`src/rtl/bus_arbiter_pkg.sv`:
```
// Shared state encoding and index helper for the round-robin bus arbiter.
package bus_arbiter_pkg;

    typedef enum logic [1:0] {
        ARB_IDLE,
        ARB_GRANT,
        ARB_TURN
    } arb_state_t;

    // Modulo increment that does not rely on the master count being a power of two.
    function automatic int rr_next(input int idx, input int n);
        return (idx + 1 >= n) ? 0 : idx + 1;
    endfunction

endpackage

```
`src/rtl/bus_arbiter_rr_pick.sv`:
```
// Combinational round-robin picker: first set request at or after i_ptr, wrapping.
module rr_pick
    import bus_arbiter_pkg::*;
#(
    parameter int NUM_MASTERS = 4,
    parameter int IDX_W       = $clog2(NUM_MASTERS)
) (
    input  logic [NUM_MASTERS-1:0] i_req,
    input  logic [IDX_W-1:0]       i_ptr,
    output logic [IDX_W-1:0]       o_pick,
    output logic                   o_any_req
);

    logic [2*NUM_MASTERS-1:0] w_dbl;
    logic                     w_found;

    assign w_dbl     = {i_req, i_req};
    assign o_any_req = |i_req;

    // Scanning the doubled vector over [ptr, ptr+N) gives the wrap-around search.
    always_comb begin
        o_pick  = '0;
        w_found = 1'b0;
        for (int j = 0; j < 2 * NUM_MASTERS; j++) begin
            if (!w_found && (j >= int'(i_ptr)) && (j < int'(i_ptr) + NUM_MASTERS) && w_dbl[j]) begin
                o_pick  = IDX_W'(j % NUM_MASTERS);
                w_found = 1'b1;
            end
        end
    end

endmodule

```
`src/rtl/bus_arbiter.sv`:
```
// Round-robin tri-state bus arbiter with a one-cycle turnaround between owners.
// Define BUS_ARBITER_TIMEOUT_EN to revoke grants held for MAX_HOLD cycles (adds o_timeout).
module bus_arbiter
    import bus_arbiter_pkg::*;
#(
    parameter int NUM_MASTERS = 4,
    parameter int MAX_HOLD    = 64
) (
    input  logic                           clk,
    input  logic                           n_rst,
    input  logic [NUM_MASTERS-1:0]         i_req,
    output logic [NUM_MASTERS-1:0]         o_gnt,
    output logic [$clog2(NUM_MASTERS)-1:0] o_owner,
    output logic                           o_bus_idle
`ifdef BUS_ARBITER_TIMEOUT_EN
    ,
    output logic                           o_timeout
`endif
);

    localparam int IDX_W = $clog2(NUM_MASTERS);

    arb_state_t             r_state;
    logic [IDX_W-1:0]       r_ptr;
    logic [IDX_W-1:0]       r_owner;
    logic [NUM_MASTERS-1:0] r_gnt;
    logic                   r_bus_idle;

    logic [NUM_MASTERS-1:0] w_req_eff;
    logic [IDX_W-1:0]       w_pick;
    logic                   w_any_req;
    logic                   w_owner_req;
    logic                   w_timeout_hit;
    logic [IDX_W-1:0]       w_ptr_next;
    logic [NUM_MASTERS-1:0] w_onehot;

`ifdef BUS_ARBITER_TIMEOUT_EN
    localparam int HOLD_W = $clog2(MAX_HOLD + 1);

    logic [HOLD_W-1:0]      r_hold;
    logic [HOLD_W-1:0]      w_hold_next;
    logic [NUM_MASTERS-1:0] r_blocked;
    logic                   r_timeout;

    // A revoked master stays masked until it drops its request once.
    assign w_hold_next   = r_hold + HOLD_W'(1);
    assign w_timeout_hit = (w_hold_next == HOLD_W'(MAX_HOLD));
    assign w_req_eff     = i_req & ~r_blocked;
    assign o_timeout     = r_timeout;
`else
    assign w_timeout_hit = 1'b0;
    assign w_req_eff     = i_req;
`endif

    assign w_owner_req = i_req[r_owner];
    assign w_ptr_next  = IDX_W'(rr_next(int'(r_owner), NUM_MASTERS));
    assign w_onehot    = {{(NUM_MASTERS-1){1'b0}}, 1'b1} << w_pick;

    rr_pick #(
        .NUM_MASTERS (NUM_MASTERS),
        .IDX_W       (IDX_W)
    ) u_rr_pick (
        .i_req     (w_req_eff),
        .i_ptr     (r_ptr),
        .o_pick    (w_pick),
        .o_any_req (w_any_req)
    );

    always_ff @(posedge clk) begin
        if (!n_rst) begin
            r_state    <= ARB_IDLE;
            r_ptr      <= '0;
            r_owner    <= '0;
            r_gnt      <= '0;
            r_bus_idle <= 1'b1;
`ifdef BUS_ARBITER_TIMEOUT_EN
            r_hold     <= '0;
            r_blocked  <= '0;
            r_timeout  <= 1'b0;
`endif
        end else begin
`ifdef BUS_ARBITER_TIMEOUT_EN
            r_timeout <= 1'b0;
            r_blocked <= r_blocked & i_req;
`endif
            case (r_state)
                ARB_IDLE: begin
                    if (w_any_req) begin
                        r_gnt      <= w_onehot;
                        r_owner    <= w_pick;
                        r_bus_idle <= 1'b0;
                        r_state    <= ARB_GRANT;
`ifdef BUS_ARBITER_TIMEOUT_EN
                        r_hold     <= '0;
`endif
                    end
                end
                ARB_GRANT: begin
                    // A voluntary release takes precedence over a coinciding timeout.
                    if (!w_owner_req || w_timeout_hit) begin
                        r_gnt      <= '0;
                        r_bus_idle <= 1'b1;
                        r_ptr      <= w_ptr_next;
                        r_state    <= ARB_TURN;
`ifdef BUS_ARBITER_TIMEOUT_EN
                        if (w_owner_req) begin
                            r_timeout          <= 1'b1;
                            r_blocked[r_owner] <= 1'b1;
                        end
                    end else begin
                        r_hold <= w_hold_next;
`endif
                    end
                end
                ARB_TURN: begin
                    r_state <= ARB_IDLE;
                end
                default: begin
                    r_state <= ARB_IDLE;
                end
            endcase
        end
    end

    assign o_gnt      = r_gnt;
    assign o_owner    = r_owner;
    assign o_bus_idle = r_bus_idle;

    a_params:  assert property (@(posedge clk) (NUM_MASTERS >= 2) && (MAX_HOLD >= 1));
    a_onehot:  assert property (@(posedge clk) disable iff (!n_rst) $onehot0(r_gnt));
    a_idle:    assert property (@(posedge clk) disable iff (!n_rst) r_bus_idle == (r_gnt == '0));

endmodule
```
`config.mk`:
```
export PLATFORM = sky130hd
export DESIGN_NAME = bus_arbiter
export DESIGN_NICKNAME = d
export VERILOG_FILES = /design/src/rtl/bus_arbiter_pkg.sv /design/src/rtl/bus_arbiter_rr_pick.sv /design/src/rtl/bus_arbiter.sv
export SDC_FILE = /design/constraint.sdc
export NUM_CORES = 1
export LEC_CHECK = 0
export ABC_AREA = 1
export CAP_MARGIN = 20
export CORE_MARGIN = 4
export CORE_UTILIZATION = 42
export DETAILED_ROUTE_END_ITERATION = 16
export GPL_TIMING_DRIVEN = 0
export PLACE_DENSITY = 0.7
export RECOVER_POWER = 25
export SLEW_MARGIN = 20
export SYNTH_ARGS = -nofsm -noshare
export SYNTH_HDL_FRONTEND = slang
export SYNTH_SLANG_ARGS = --single-unit
```
`constraint.sdc`:
```
create_clock -name clk -period 1.1 [get_ports clk]
set_input_delay 0.275 -clock clk [delete_from_list [all_inputs] [get_ports clk]]
set_output_delay 0.275 -clock clk [all_outputs]
set_load 0.01 [all_outputs]
```
# Word level (Yosys, flattened, before mapping)
# Cells that the tools add are included.
# word_totals
reg_bits,11
inputBits,6
# op_classes
reduce_logical,32
n_eq_ne,3
mux,26
order_cmp,13
n_bitwise,1
n_shift,1
n_addsub,2
# op_table
cell,count
"4-bit by 32-bit < comparator with 1-bit output, first input constant",4
"3-bit by 32-bit < comparator with 1-bit output, first input constant",2
"1-bit by 32-bit < comparator with 1-bit output, first input constant",1
"2-bit by 32-bit < comparator with 1-bit output, first input constant",1
1-bit logical AND,18
2-bit two-way mux,9
1-bit two-way mux,11
4-bit two-way mux,2
4-bit case mux with 2 select lines,1
1-bit logical NOT,7
2-bit AND reduction,3
"2-bit by 3-bit adder with 4-bit output, second input constant",1
"1-bit by 2-bit >= comparator with 1-bit output, first input constant",2
2-bit case mux with 2 select lines,1
4-bit OR reduction,1
"1-bit by 2-bit << shifter with 4-bit output, first input constant",1
"2-bit by 1-bit adder with 3-bit output, second input constant",1
"3-bit >= comparator, second input constant",1
"2-bit by 3-bit < comparator with 1-bit output, second input constant",1
3-bit AND reduction,1
1-bit binary-select mux with 2-bit select,1
"2-bit by 1-bit == test with 1-bit output, second input constant",1
"2-bit >= comparator, first input constant",1
2-bit logical NOT,1
5 further kinds,5

# Logic depth before layout (Yosys ltp)
# logic_depth
ltp_word,38
ltp_mapped,9
depth_no_buf,9

# Cells and area by module
# From an unflattened synthesis, not the netlist that was laid out.
# hier_totals
hier_cells,99
hier_area_um2,693.2
# by_module_without_submodules
module,seq_area_each_um2,area_per_inst_um2,cells_per_inst,instances
bus_arbiter,220.2,536.8,72,1
rr_pick,0.0,156.4,27,1

# Worst setup path after synthesis
# Ideal clock, no wire load.
# synth_timing
kind,register to register
startpoint,register r_owner[0] (netlist: o_owner[0])
endpoint,register r_ptr[0]
n_path_buf,0
arrival_time_ps,1061
path_stages_with_launch,9
setup_slack_ps,-25
setup_time_ps,64
cell_sequence,dfxtp_1 inv_1 nand2_1 nand3_1 nand2_1 nand2_2 nor3_1 a21oi_1 nor2_1
# synth_via
elab_chain_cells,4
# synth_rtl
element,line,text
from (decl),bus_arbiter.sv:25,logic [IDX_W-1:0] r_owner;
from (signal assigned),bus_arbiter.sv:90,r_owner <= w_pick;
"parallel branches: the longest is 4 deep, another holds 2-bit by 1-bit adder with 3-bit output",-,
to (signal assigned),bus_arbiter.sv:103,r_ptr <= w_ptr_next;
to (decl),bus_arbiter.sv:24,logic [IDX_W-1:0] r_ptr;
# Parallel ways; which one is timed is not known. The select of a mux whose other input is x is not followed.
# A chain may end at the register's enable or synchronous reset.

# Worst setup path after layout
# Ends and elaborated chain as after synthesis.

==> flow_summary.json <==
{
  "power.total_mw": 1.308,
  "hold_viol_final": 0,
  "nets": 114,
  "cp_cell_sequence": "inv_4 -> nand2_2 -> nand3_2 -> nand2_4 -> nand2_4 -> nor3_4 -> a21oi_2 -> nor2_1",
  "track_usage_pct": 15.97,
  "clock_sinks": 11,
  "syn-instance-count": 83,
  "io_pins": 13,
  "mostFrequentLayoutCells": "nand2_1, nand2_2, inv_1, nand3_1, buf_2",
  "setup_viol": 5,
  "fin_util_pct": 67.62,
  "drt-total-wl_mm": 1.574,
  "vias": 611,
  "drive_gt1_share_pct": 52.83,
  "fin_ws_ns": -0.06219,
  "diodes": 0,
  "clk_path_buf_depth": 2,
  "die_h_um": 45.78,
  "yosysWarnings": 0,
  "p_leak_nw": 0.4222,
  "tightest_slew_ns": 0.2210,
  "synth_seq_cells": 11,
  "synth_nets": 90,
  "timing.rr.start": "o_owner[0]",
  "ys_types": 20,
  "slew_violations": 0,
  "critPathBufInv": 1,
  "place_area_um2": 739.5,
  "cp-startpoint": "o_owner[0]",
  "final_common_cell": "nand2_1",
  "tritoncts": "yes",
  "insertion_delay_ns": 0.27,
  "via_per_inst": 5.050,
  "clkSlewWorstSetupHoldPaths_ns": 0.08,
  "slew_headroom_pct": 85.26,
  "violations": "setup timing",
  "grt_pass1_wl_mm": 2.366,
  "peakVddDrop_v": 0.001135,
  "start_util_pct": 45.49,
  "routedWlPerCell_um": 13.01,
  "synth.area.top_cells": "dfxtp_1, nand2_1, nand3_1, inv_1, nand2_2",
  "synth.avg_cell_area_um2": 7.221,
  "gr-total-overflow": 0,
  "ant_nets": 0,
  "cp_slowest_cell": "dfxtp_4",
  "period_share_pct": 105.7,
  "grt_pass1_vias": 563,
  "cts_hold_buf": 0,
  "cp_common_cell": "nand2_4",
  "critPathKind": "reg2reg",
  "area_growth_pct": 48.64,
  "hold_class": "reg2reg",
  "powerDensity_nw_per_um2": 1468,
  "arrival_ns": 1.37,
  "drt_iter0_drc": 8,
  "dr.pass1.iters": 4,
  "htreeDepth": 1,
  "cp-start-kind": "flop",
  "fill_cells": 114,
  "worst_ep_required_time_ns": 1.31,
  "cpPeakStageDelay_ns": 0.38,
  "antenna_found_initial": 0,
  "cts_buffers": 3,
  "dieWidth_um": 45.78,
  "drc": 0,
  "finalCriticalPeriod_ns": 1.162,
  "die-area_um2": 2095,
  "design_area_um2": 890.9,
  "place_congestion": 0.7863,
  "status": "complete, but fails checks",
  "root_buffer": "clkbuf_4",
  "rsz0062_at_grt": "true",
  "cp_top_family": "simple AND/OR/NAND/NOR gates",
  "hp-start": "o_bus_idle",
  "clock-skew-final_ns": 0.008083,
  "yosys.area.top_type": "dfxtp_1",
  "synth_top_area_share_pct": 36.74,
  "crit_fanout": 5,
  "dp_hpwl_um": 923.4,
  "ys_seq_area_share_pct": 36.74,
  "setup.worst_path.end_class": "flop",
  "buffer_ports.inserted": 12,
  "drv_cap": 0,
  "max_freq_ghz": 0.8604,
  "syn-cell-area_um2": 599.3,
  "row_count": 13,
  "grt_max_degree": 11,
  "core-area_um2": 1318
}
power by group:
| part | internal, mW | switching, mW |
|---|---|---|
| Sequential | 0.457 | 0.0478 |
| Combinational | 0.231 | 0.297 |
| Clock | 0.135 | 0.140 |
synth_stat cells:
master / count
nand2_1: 18
dfxtp_1: 11
nand3_1: 11
inv_1: 10
nor2_1: 7
a21oi_1: 6
nand2_2: 5
a21oi_2: 2
nor3_1: 2
a21oi_4: 1
ha_1: 1
inv_2: 1
nand3_2: 1
nand3_4: 1
nand3b_2: 1
nor2_2: 1
o21a_1: 1
o21ai_0: 1
o21ai_1: 1
o21ai_2: 1
sequential cells by signal, indices dropped and copies added, names as in the netlist:
signal,cells
o_owner,2
o_gnt,4
o_bus_idle,1
r_state,2
r_ptr,2
worst min-delay path: stages (launching register included):
cell and delay [ns]:
dfxtp_1 0.32, nand2_1 0.05, nand3_1 0.06
per-stage QoR:
| stage | hold WS, ns | setup WS, ns | cells | setup TNS (ns) |
|---|---|---|---|---|
| 6_report | 0.4570 | -0.06219 | 121 | -0.2265 |
| 3_3_place_gp | 0.4409 | -0.5249 | 110 | -5.363 |
| 5_1_grt | 0.4955 | -0.1657 | 121 | -0.8804 |
| 3_5_place_dp | 0.4498 | -0.5201 | 110 | -5.396 |
| 2_1_floorplan | 0.3591 | 0.03733 | 83 | 0 |
| 4_1_cts | 0.4678 | -0.02573 | 118 | -0.07877 |
cells by family (layout without fill, tap and decap cells):
logic type               after synthesis  in the layout  share of synthesized area (%)
AND/OR/NAND/NOR                       47             48                          39.25
flip-flops                            11             11                          36.74
AO/OA/AOI/OAI                         13             13                          15.03
adder cells (fa/ha/maj)                1              1                          2.087
buffers and inverters                 11             33                          6.889
path summary, 6_finish.rpt:
check	to	slack, ns	cells past startpoint
min reg2reg	o_bus_idle	0.46	2
max	r_ptr[0]	-0.06	8
min	o_bus_idle	0.46	2
max reg2reg	r_ptr[0]	-0.06	8
area by class of cell:
cell class                      instances  area (um2)  share of cell area [%]
Inverter                               11       43.79                   4.916
Clock buffer                            3       22.52                   2.528
Multi-Input combinational cell         62       419.2                   47.05
Sequential cell                        11       234.0                   26.26
Timing Repair Buffer                   18       147.6                   16.57
Clock inverter                          1       5.005                  0.5618
Tap cell                               15       18.77                   2.107
repair_timing:
action                     4_1_cts  5_1_grt
setup endpoints to repair       18       15
pin swaps                        4        6
gates cloned                     1        0
gates resized for setup         43       23
buffers inserted                 3        3
per-layer routing:
layer / global-route usage [%] / part of all wire, %
met3: 3.953 / 6.5
met2: 24.51 / 50
met1: 19.90 / 40
met5: 0 / 0
met4: 9.659 / 3.4
(Power assumes the default switching activity.)
